## config.mk

```make
export PLATFORM = sky130hd
export DESIGN_NAME = gpio_hex_display_flat
export DESIGN_NICKNAME = d
export VERILOG_FILES = /design/src/rtl/gpio_hex_display_if.sv /design/src/rtl/gpio_hex_display.sv /design/src/flat_wrapper.sv
export SDC_FILE = /design/constraint.sdc
export NUM_CORES = 1
export LEC_CHECK = 0
export BUFFER_PORTS_ARGS = -buffer_cell sky130_fd_sc_hd__buf_2
export CORE_MARGIN = 2
export CORE_UTILIZATION = 55
export CTS_CLUSTER_DIAMETER = 60
export DETAILED_ROUTE_END_ITERATION = 12
export GPL_TIMING_DRIVEN = 0
export HOLD_SLACK_MARGIN = 0.12
export PLACE_DENSITY_LB_ADDON = 0.3
export SYNTH_ARGS = -nofsm -noshare
export SYNTH_HDL_FRONTEND = slang
export SYNTH_SLANG_ARGS = --single-unit
```

## constraint.sdc

```tcl
create_clock -name clk -period 3.1 [get_ports clk]
set_input_delay 0.62 -clock clk [delete_from_list [all_inputs] [get_ports clk]]
set_output_delay 0.62 -clock clk [all_outputs]
set_load 0.01 [all_outputs]
```

## src/rtl/gpio_hex_display_if.sv

```systemverilog
// CPU-side GPIO bus for the hex display: write port in, committed state out.
// The CPU drives the master side; the display is the slave.
interface gpio_hex_display_if;
    logic [31:0] gpio_data;
    logic        gpio_we;
    logic        pending;
    logic [31:0] shown;

    modport master (
        output gpio_data,
        output gpio_we,
        input  pending,
        input  shown
    );

    modport slave (
        input  gpio_data,
        input  gpio_we,
        output pending,
        output shown
    );
endinterface

```

## src/rtl/gpio_hex_display.sv

```systemverilog
// Eight-digit multiplexed hex display for the GPIO output word.
// Writes are staged and only committed when the scan wraps, so frames never tear.
module gpio_hex_display #(
    parameter int CLK_DIV = 50000
) (
    input  logic                clk,
    input  logic                rst,
    gpio_hex_display_if.slave   bus,
    input  logic                blank_lz,
    output logic [7:0]          hex_an,
    output logic [6:0]          hex_seg
);

    localparam int PW = $clog2(CLK_DIV);
    localparam logic [PW-1:0] PMAX = PW'(CLK_DIV - 1);

    logic [PW-1:0] presc_q, presc_d;
    logic [2:0]    idx_q, idx_d;
    logic [31:0]   staged_q, staged_d;
    logic [31:0]   shown_q, shown_d;
    logic          pending_q, pending_d;
    logic [7:0]    an_q, an_d;
    logic [6:0]    seg_q, seg_d;

    logic          tick;
    logic          commit;
    logic [31:0]   upper;
    logic [3:0]    nib;
    logic          lz;

    function automatic logic [6:0] hex7(input logic [3:0] n);
        logic [6:0] s;
        s = 7'h7F;
        unique case (n)
            4'h0: s = 7'h40;
            4'h1: s = 7'h79;
            4'h2: s = 7'h24;
            4'h3: s = 7'h30;
            4'h4: s = 7'h19;
            4'h5: s = 7'h12;
            4'h6: s = 7'h02;
            4'h7: s = 7'h78;
            4'h8: s = 7'h00;
            4'h9: s = 7'h10;
            4'hA: s = 7'h08;
            4'hB: s = 7'h03;
            4'hC: s = 7'h46;
            4'hD: s = 7'h21;
            4'hE: s = 7'h06;
            4'hF: s = 7'h0E;
        endcase
        return s;
    endfunction

    always_comb begin
        tick    = (presc_q == PMAX);
        commit  = tick && (idx_q == 3'd7);
        presc_d = tick ? '0 : presc_q + PW'(1);
        idx_d   = tick ? idx_q + 3'd1 : idx_q;

        staged_d  = staged_q;
        pending_d = pending_q;
        shown_d   = shown_q;

        if (bus.gpio_we) begin
            staged_d  = bus.gpio_data;
            pending_d = 1'b1;
        end

        // A write landing on the commit edge bypasses the stage.
        if (commit) begin
            pending_d = 1'b0;
            if (bus.gpio_we) begin
                shown_d = bus.gpio_data;
            end else if (pending_q) begin
                shown_d = staged_q;
            end
        end
    end

    always_comb begin
        upper = shown_q >> {idx_q, 2'b00};
        nib   = upper[3:0];
        // Blank when this digit and every more-significant one are zero.
        lz    = blank_lz && (idx_q != 3'd0) && (upper == 32'd0);
        an_d  = ~(8'd1 << idx_q);
        seg_d = lz ? 7'h7F : hex7(nib);
    end

    always_ff @(posedge clk) begin
        if (rst) begin
            presc_q   <= '0;
            idx_q     <= 3'd0;
            staged_q  <= 32'd0;
            shown_q   <= 32'd0;
            pending_q <= 1'b0;
            an_q      <= 8'hFE;
            seg_q     <= 7'h40;
        end else begin
            presc_q   <= presc_d;
            idx_q     <= idx_d;
            staged_q  <= staged_d;
            shown_q   <= shown_d;
            pending_q <= pending_d;
            an_q      <= an_d;
            seg_q     <= seg_d;
        end
    end

    assign hex_an      = an_q;
    assign hex_seg     = seg_q;
    assign bus.pending = pending_q;
    assign bus.shown   = shown_q;

endmodule

```

## src/flat_wrapper.sv

```systemverilog
// flat-port wrapper written by rule: the top's interface ports become plain ports
module gpio_hex_display_flat 
#(
    parameter int CLK_DIV = 50000
)
  (clk, rst, blank_lz, hex_an, hex_seg, bus_gpio_data, bus_gpio_we, bus_pending, bus_shown);
  gpio_hex_display_if bus_i ();
  input  logic clk;
  input  logic rst;
  input  logic blank_lz;
  output logic [7:0] hex_an;
  output logic [6:0] hex_seg;
  input wire logic [$bits(bus_i.gpio_data)-1:0] bus_gpio_data;
  input wire logic [$bits(bus_i.gpio_we)-1:0] bus_gpio_we;
  output wire logic [$bits(bus_i.pending)-1:0] bus_pending;
  output wire logic [$bits(bus_i.shown)-1:0] bus_shown;
  assign bus_i.gpio_data = bus_gpio_data;
  assign bus_i.gpio_we = bus_gpio_we;
  assign bus_pending = bus_i.pending;
  assign bus_shown = bus_i.shown;
  gpio_hex_display #(.CLK_DIV(CLK_DIV)) u_core (.clk(clk), .rst(rst), .bus(bus_i), .blank_lz(blank_lz), .hex_an(hex_an), .hex_seg(hex_seg));
endmodule
```

==> flow_summary.ini, run 1 <==
[min_path]
hp-class = reg -> reg

[cts]
post_cts_buffers = 0
htreeDepth = 3
cts-buffers-inserted = 9
clockBufferDepth = 2
clk_pin_slew_ns = 0.09
cts-root-buf = clkbuf_8
clkSinkCount = 99
clk_latency_ns = 0.36
cts_tree = built

[synth]
syn_nets = 515
synth-edff-count = 0
netlist.top_cell.by_area = dfxtp_1
synth_top_area_share_pct = 44.8
syn_inst = 466
synth_cell_types = 49
syn-cell-area_um2 = 4420
yosysSeqAreaShare_pct = 44.8
synth_warnings = 0
synth_area_leaders = dfxtp_1 (45%), mux2i_1 (9.1%), nor2_1 (8.7%)
async_flop_share_pct = 0
synth_top_flop_cell = dfxtp_1
synth_seq_cells = 99
synth_area_per_cell_um2 = 9.48

[worst_setup_path]
crit_type = reg -> reg
required_ns = 3.39
arrival_ns = 3.19
cp_max_fo = 10
cp-end-kind = flop
critPathLaunchType = flop

[layout]
n_fill_cell = 645
syn2layout_area_growth_pct = 16.4
num_antenna_cells = 0
seqCellArea_um2 = 1980
multi_input_area_um2 = 2250
final_layout_size_suffix_gt1_share_pct = 22.4
nets = 607

[placement]
io_buffers = 81
dp_slack_ns = 0.133
hpwlAfterDp_um = 7750
place_congestion = 0.912

[sta]
relSlewSlack_pct = 45.3
final_max_slew_viol_count = 0
finalSetupViolCount = 0
clock-skew-final_ns = 0.00575
worst_slack_ns = 0.201
hold_violations = 0
tightest_slew_ns = 0.820
fin_crit_sh_pct = 93.5
rsz0062_at_grt = false
final.min_clock_period_ns = 2.90
fin_tns_setup_ns = 0
timing.fmax_ghz = 0.345

[floorplanning]
core_area_um2 = 7770
die_y_um = 93.6
die_area_um2 = 8770
num_rows = 32
ios = 84
die_w_um = 93.6
initial_core_util_pct = 56.9

[global_routing]
first_global_vias = 3587
grt_pass1_wl_um = 17200
grt-ovfl-total = 0
grt_max_degree = 16
antenna_found_initial = 0
grtUsageTotal_pct = 25.1

[run_status]
outcome = finished, final reports clean

[detailed_routing]
viasPerCell = 5.70
drt_iter0_drc = 261
wl_met1_um = 4600
wl_met2_um = 4810
drc_errors = 0
vias = 3793
top_layer = met4
first_pass_iters = 5
antenna_left = 0
wl_um = 10400
wl_per_cell_um = 15.7
met3RoutedLength_um = 821

[power]
p_per_area_nw_per_um2 = 433
p_leak_uw = 0.00213
vdd_drop_max_v = 0.000267

[flow_run]
drv_cap = 0
timing repair:
item                                    in CTS  in global routing
hold buffers                                 0                  0
resized for setup                            0                  2
endpoints found under the setup margin       0                  7
placed cells by master, fill, tap and decap left out, types with 3 or more instances in the layout:
cell type and n:
mux2i_1 38, clkbuf_8 9, dfxtp_1 99, inv_1 9, nand2b_1 4, o21ai_0 12
mux4_2 9, nand4_1 3, nor2_1 103, ha_1 13, buf_1 3, nor4_1 7
nand2_1 24, a21oi_1 10, xor2_1 6, nor3_1 10, clkbuf_1 17, nor3b_1 3
xnor2_1 8, a311oi_1 3, buf_2 86, buf_4 5, a211oi_1 35, nand3_1 7
mux2i_2 3
synth_stat cells, types with 2 or more instances:
library cell	n
a311oi_1	3
dfxtp_1	99
o21ai_0	12
mux4_2	9
nand2b_1	4
clkbuf_1	14
or3_1	2
a31oi_1	2
xor2_1	6
a22oi_1	2
buf_6	2
inv_1	9
o22ai_1	2
inv_2	2
and4b_1	2
nand4_1	3
mux2i_1	40
xnor2_1	8
buf_4	5
a21oi_1	10
nor3_1	10
buf_1	3
nand2_1	24
mux2_2	2
buf_2	5
a211oi_1	35
nor4_1	7
nor3b_1	3
nand3_1	7
ha_1	13
nor2_1	103
registers in the layout, summed over array words and instances, names as in the netlist:
name and flops:
u_core.bus.pending 1, u_core.bus.shown 32, u_core.hex_an 8, u_core.hex_seg 7
u_core.idx_q 3, u_core.presc_q 16, u_core.staged_q 32
worst paths after layout:
kind                                         from                end  cells after the start  slack, ns
worst min-delay path            u_core.presc_q[0]  u_core.presc_q[0]                      1       0.45
worst max-delay path              u_core.idx_q[1]  u_core.hex_seg[0]                      9       0.20
worst max register to register    u_core.idx_q[1]  u_core.hex_seg[0]                      9       0.20
worst min register to register  u_core.presc_q[0]  u_core.presc_q[0]                      1       0.45
through the flow:
stage          hold slack (ns)  power [µW]  std cells  utilization, %  instance area, µm²
3_5_place_dp             0.445        1460        649            63.8                4950
2_1_floorplan            0.418        1410        466               -                4420
3_3_place_gp             0.433        1450        649            63.8                4950
6_report                 0.453        2230        665            66.3                5150
5_1_grt                  0.503        2310        665            66.3                5150
4_1_cts                  0.458        2240        665            66.2                5140
final cells by class:
cell class,count,share of cell area [%]
sequential,99,38.5
clock inverter,4,0.997
buffer,29,2.89
inverter,11,0.802
clock buffer,12,2.63
multi-input combinational,327,43.8
timing repair buffer,81,7.88
tap,102,2.48
logic make-up (layout without fill, tap and decap cells):
group / Yosys count / in the layout / synth area share (%)
muxes: 54 / 54 / 15.6
adders and majority gates: 13 / 13 / 3.68
xor gates and xnor gates: 14 / 14 / 2.77
and+or+nand+nor: 171 / 171 / 17.0
DFF: 99 / 99 / 44.8
AOI/OAI and AO/OA: 75 / 75 / 11.8
buffers and inverters: 40 / 137 / 4.30
routing by layer:
metal | up-vias | track usage, %
met2 | 162 | 39.7
met4 | 0 | 11.6
met1 | 1782 | 33.0
li1 | 1826 | -
met5 | - | 0
met3 | 23 | 5.32
power breakdown:
part | internal [µW] | switching (µW)
Clock | 375 | 430
Sequential | 1300 | 9.24
Combinational | 49.1 | 69.2
Total | 1720 | 508
critical path: stages, from the launching register on:
cell	delay, ns
dfxtp_1	0.49
buf_6	0.20
mux4_2	0.55
mux2i_2	0.46
ha_1	0.31
nand2_1	0.07
nor3_1	0.18
nand3_1	0.10
a21o_1	0.27
a41oi_1	0.19
Note: power is estimated with default switching activity, not from simulation.
==> inputs of run 2 (changes only) <==
--- a/config.mk
+++ b/config.mk
@@ -7,7 +7,8 @@
 export LEC_CHECK = 0
 export BUFFER_PORTS_ARGS = -buffer_cell sky130_fd_sc_hd__buf_2
 export CORE_MARGIN = 2
-export CORE_UTILIZATION = 55
+export CORE_UTILIZATION = 57
+export CTS_BUF_LIST = sky130_fd_sc_hd__clkbuf_8
 export CTS_CLUSTER_DIAMETER = 60
 export DETAILED_ROUTE_END_ITERATION = 12
 export GPL_TIMING_DRIVEN = 0
==> flow_summary.ini, run 2 (synthesized netlist as in run 1, its figures left out) <==
[run_status]
outcome = finished, final reports clean

[floorplanning]
core_area_um2 = 7610
die_area_um2 = 8470
die_y_um = 92.1
initial_core_util_pct = 58.1
num_rows = 32
die_w_um = 92.1
ios = 84

[min_path]
whs_path_depth = 1
hold_start = u_core.presc_q[0]
holdPathEnd = u_core.presc_q[0]
hp-class = reg -> reg

[sta]
final.min_clock_period_ns = 2.92
hold_slack_ns = 0.451
hold_violations = 0
clock-skew-final_ns = 0.0169
worst_slack_ns = 0.175
timing.fmax_ghz = 0.342
final_max_slew_viol_count = 0
finalSetupViolCount = 0
tightest_slew_ns = 0.810
rsz0062_at_grt = false
relSlewSlack_pct = 46.0
fin_tns_setup_ns = 0
fin_crit_sh_pct = 94.4

[cts]
clk_latency_ns = 0.37
clkSinkCount = 99
cts_tree = built
cts-buffers-inserted = 9
clk_pin_slew_ns = 0.10
clockBufferDepth = 2
cts-root-buf = clkbuf_8
htreeDepth = 3

[worst_setup_path]
critPathLaunchType = flop
slowest_delay_ns = 0.56
required_ns = 3.38
path_buf_inv = 1
path_delay_family = multiplexers
timing.rr.end = u_core.hex_seg[0]
cp_max_fo = 10
rr_startpoint = u_core.idx_q[1]
crit_type = reg -> reg
cp-end-kind = flop
reg2reg_slack_ns = 0.18
arrival_ns = 3.20
crit_path_cell_trace = buf_6 > mux4_2 > mux2i_2 > ha_1 > nand2_1 > nor3_1 > nand3_1 > a21o_1 > a41oi_1
rr_worst_depth = 9
cpMaxStageDelayCell = mux4_2

[power]
p_leak_uw = 0.00216
vdd_drop_max_v = 0.000258
p_per_area_nw_per_um2 = 453

[layout]
final_common_cell = nor2_1
multi_input_area_um2 = 2250
nets = 607
syn2layout_area_growth_pct = 17.3
num_antenna_cells = 0
final_layout_size_suffix_gt1_share_pct = 22.7
n_fill_cell = 624
seqCellArea_um2 = 1980
utilization_pct = 68.1
layout_common_cells = nor2_1 (103), dfxtp_1 (99), buf_2 (86)
final_area_um2 = 5180

[detailed_routing]
wl_um = 10600
first_pass_iters = 5
wl_per_cell_um = 16.0
antenna_left = 0
vias = 3784
drt_iter0_drc = 385
viasPerCell = 5.69
drc_errors = 0

[flow_run]
drv_cap = 0

[global_routing]
grt-ovfl-total = 0
grt_pass1_wl_um = 17000
grtUsageTotal_pct = 25.3
grt_max_degree = 18
antenna_found_initial = 0
first_global_vias = 3515

[placement]
place_congestion = 0.900
io_buffers = 81
postPlaceCellArea_um2 = 4950
hpwlAfterDp_um = 7860
dp_slack_ns = 0.119
[run 2: cell types whose count changed in the layout (fill, tap and decap cells not counted), sizes merged]
cell / delta
inv: +3
clkinv: -1
clkbuf: -3
bufinv: +1
[run 2: how the worst max path moves through the flow]
stage	startpoint	endpoint	slack (ns)	cells after the start
floorplan	u_core.idx_q[1]	u_core.hex_seg[3]	0.57	8
global placement	u_core.idx_q[1]	u_core.hex_seg[0]	0.19	9
detailed placement	u_core.idx_q[1]	u_core.hex_seg[0]	0.12	9
CTS	u_core.idx_q[1]	u_core.hex_seg[0]	0.05	9
global route	u_core.idx_q[1]	u_core.hex_seg[0]	0.07	9
finish	u_core.idx_q[1]	u_core.hex_seg[0]	0.18	9
[run 2: stage by stage]
stage	power, µW	instances
after global placement	1450	649
after detailed placement	1460	649
final	2350	665
after global routing	2430	665
after CTS	2360	665
after floorplan	1410	466
[run 2: area by class of cell]
cell class	count	share of cell area, %
inverters	11	0.797
repair buffers	81	7.82
multi-input cells	327	43.5
clock buffers	9	2.39
well taps	102	2.46
clock inverters	7	1.93
flip-flops and latches	99	38.2
plain buffers	29	2.87
[run 2: where the power goes]
part	switching, µW	total (µW)	internal, µW
Sequential	9.62	1310	1300
Combinational	70.0	119	49.2
Clock	460	921	462
[run 2: layer usage]
metal | routed length, µm | up-vias | GRT usage, %
met1 | 4560 | 1724 | 34.0
li1 | - | 1833 | -
met4 | 321 | 0 | 11.2
met2 | 4960 | 184 | 40.0
met5 | 0 | - | 0
met3 | 789 | 43 | 4.77
[run 2: repair_timing]
| item | CTS | global route |
|---|---|---|
| resized for setup | 0 | 2 |
| setup buffers | 0 | 0 |
| hold buffers | 0 | 0 |
| setup endpoints to repair | 0 | 7 |
==> inputs of run 3 (changes only) <==
--- a/config.mk
+++ b/config.mk
@@ -5,9 +5,10 @@
 export SDC_FILE = /design/constraint.sdc
 export NUM_CORES = 1
 export LEC_CHECK = 0
+export ABC_AREA = 1
 export BUFFER_PORTS_ARGS = -buffer_cell sky130_fd_sc_hd__buf_2
 export CORE_MARGIN = 2
-export CORE_UTILIZATION = 57
+export CORE_UTILIZATION = 40
 export CTS_BUF_LIST = sky130_fd_sc_hd__clkbuf_8
 export CTS_CLUSTER_DIAMETER = 60
 export DETAILED_ROUTE_END_ITERATION = 12
==> flow_summary.ini, run 3 <==
[global_routing]
met1_usage_pct = 27.0
first_global_vias = 4461
grt-ovfl-total = 0
antenna_found_initial = 0
grt_max_degree = 17
grt_pass1_wl_um = 21000
grtUsageTotal_pct = 19.8
grt_use_met2_pct = 32.1
grt_util_met3_pct = 2.95
top_usage_layer = met2

[cts]
clk_pin_slew_ns = 0.09
htreeDepth = 3
cts-buffers-inserted = 9
clkSinkCount = 99
postCtsHoldBufs = 0
post_cts_resized = 0
clockBufferDepth = 2
clk_latency_ns = 0.39
cts-root-buf = clkbuf_8
post_cts_buffers = 0
cts_tree = built

[layout]
syn2layout_area_growth_pct = 15.7
multi_input_area_um2 = 2310
n_fill_cell = 1286
nets = 868
final_area_um2 = 5670
num_antenna_cells = 0
final_layout_size_suffix_gt1_share_pct = 15.8
layout_common_cells = nand2_1 (193), dfxtp_1 (99), inv_1 (93)
final_common_cell = nand2_1
seqCellArea_um2 = 1980

[floorplanning]
ios = 84
die_y_um = 115
initial_core_util_pct = 40.8
die_w_um = 115
num_rows = 40
core_area_um2 = 12000
die_area_um2 = 13200

[synth]
synth_seq_cells = 99
synth-compound-area-share_pct = 10.1
synth-edff-count = 0
synth-simple-area-share_pct = 33.2
synth_common_cells = nand2_1 (193), dfxtp_1 (99), inv_1 (91)
synth_area_leaders = dfxtp_1 (40%), nand2_1 (15%), inv_1 (7.0%)
netlist.top_cell.by_area = dfxtp_1
syn_inst = 727
syn-cell-area_um2 = 4910
synth_cell_types = 33
synth-xor-area-share_pct = 0.536
syn_nets = 776
yosysSeqAreaShare_pct = 40.4
synth_warnings = 0
synth_top_family_by_area = simple AND/OR/NAND/NOR gates
synth_top_flop_cell = dfxtp_1
synth_adder_area_share_pct = 3.32
synth_area_per_cell_um2 = 6.75
async_flop_share_pct = 0
synth_top_area_share_pct = 40.4
synth_most_common_cell = nand2_1
muxShareOfSynthArea_pct = 0

[placement]
hpwlAfterDp_um = 9510
io_buffers = 81
place_congestion = 0.918
postPlaceCellArea_um2 = 5500

[detailed_routing]
vias = 4755
wl_per_cell_um = 12.9
antenna_left = 0
drc_errors = 0
first_pass_iters = 4
wl_um = 12500
viasPerCell = 4.90
drt_iter0_drc = 249

[power]
p_leak_uw = 0.00271
p_per_area_nw_per_um2 = 395
vdd_drop_max_v = 0.000184

[sta]
fin_tns_setup_ns = 0
tightest_slew_ns = 0.653
rsz0062_at_grt = false
final.min_clock_period_ns = 2.73
hold_violations = 0
fin_crit_sh_pct = 88.0
relSlewSlack_pct = 56.1
clock-skew-final_ns = 0.0174
final_max_slew_viol_count = 0
finalSetupViolCount = 0
timing.fmax_ghz = 0.367

[worst_setup_path]
worstSetupStartpoint = u_core.idx_q[0]
crit_type = reg -> reg
cp_max_fo = 10
cp-end-kind = flop
rr_startpoint = u_core.idx_q[0]
critPathLaunchType = flop
required_ns = 3.40
arrival_ns = 3.03

[min_path]
hp-class = reg -> reg
hold_start = u_core.presc_q[0]

[flow_run]
drv_cap = 0

[run_status]
outcome = finished, final reports clean
==> run 3: changes by cell type after synthesis, moves of 21 or more <==
cell      change
o21ai_0      +21
nor2_1       -33
a211oi_1     -35
nand2_1     +169
mux2i_1      -40
a21oi_1      +42
inv_1        +82
nand3_1      +39
nand4_1      +33
==> run 3: worst paths after layout <==
check,end,slack (ns),depth (start not counted)
min,u_core.presc_q[0],0.46,1
min reg2reg,u_core.presc_q[0],0.46,1
max reg2reg,u_core.hex_seg[1],0.37,17
max,u_core.hex_seg[1],0.37,17
==> run 3: cell type report <==
cell class | instances | area share [%]
plain buffers | 40 | 3.86
clock buffers | 10 | 2.43
clock inverters | 6 | 0.728
inverters | 104 | 6.95
multi-input cells | 484 | 40.7
flip-flops and latches | 99 | 34.9
well taps | 147 | 3.24
repair buffers | 81 | 7.14
==> run 3: metal layers <==
metal / part of all wire (%) / wire length [µm]
met1: 49 / 6120
met5: 0 / 0
met3: 4.2 / 521
met2: 45 / 5590
met4: 2.0 / 248
==> run 3: power by group <==
group,leakage [µW],switching [µW],internal (µW)
Clock,0.0000959,466,316
Sequential,0.000807,9.11,1300
Combinational,0.00181,98.6,50.7
Total,0.00271,574,1670
==> run 3: per-stage QoR <==
step	utilization, %	hold WS (ns)	setup slack (ns)	instances	power (µW)
global placement	45.8	0.430	0.410	955	1490
detailed placement	45.8	0.460	0.410	955	1490
global route	47.2	0.483	0.0631	971	2340
finish	47.2	0.462	0.372	971	2240
CTS	47.2	0.472	0.382	971	2260
floorplan	-	0.418	0.925	727	1440
==> run 3: worst max-delay path, stage by stage (launching register included) <==
cell and delay [ns]:
dfxtp_1 0.38, buf_4 0.20, inv_4 0.08, buf_4 0.18, o21ai_1 0.20, nand2_1 0.11
nand3_1 0.09, nand2_1 0.14, inv_1 0.16, ha_1 0.21, nand2_1 0.08, a21oi_1 0.13
o21ai_1 0.08, inv_1 0.06, nand3_1 0.08, nor3_2 0.17, nand2_2 0.14, a21oi_1 0.15
==> run 3: kinds of logic after synthesis <==
| family | Yosys count |
|---|---|
| AOI/OAI and AO/OA | 98 |
| xor gates and xnor gates | 3 |
| adders and majority gates | 13 |
| and+or+nand+nor | 370 |
| buffers and inverters | 144 |
| DFF | 99 |
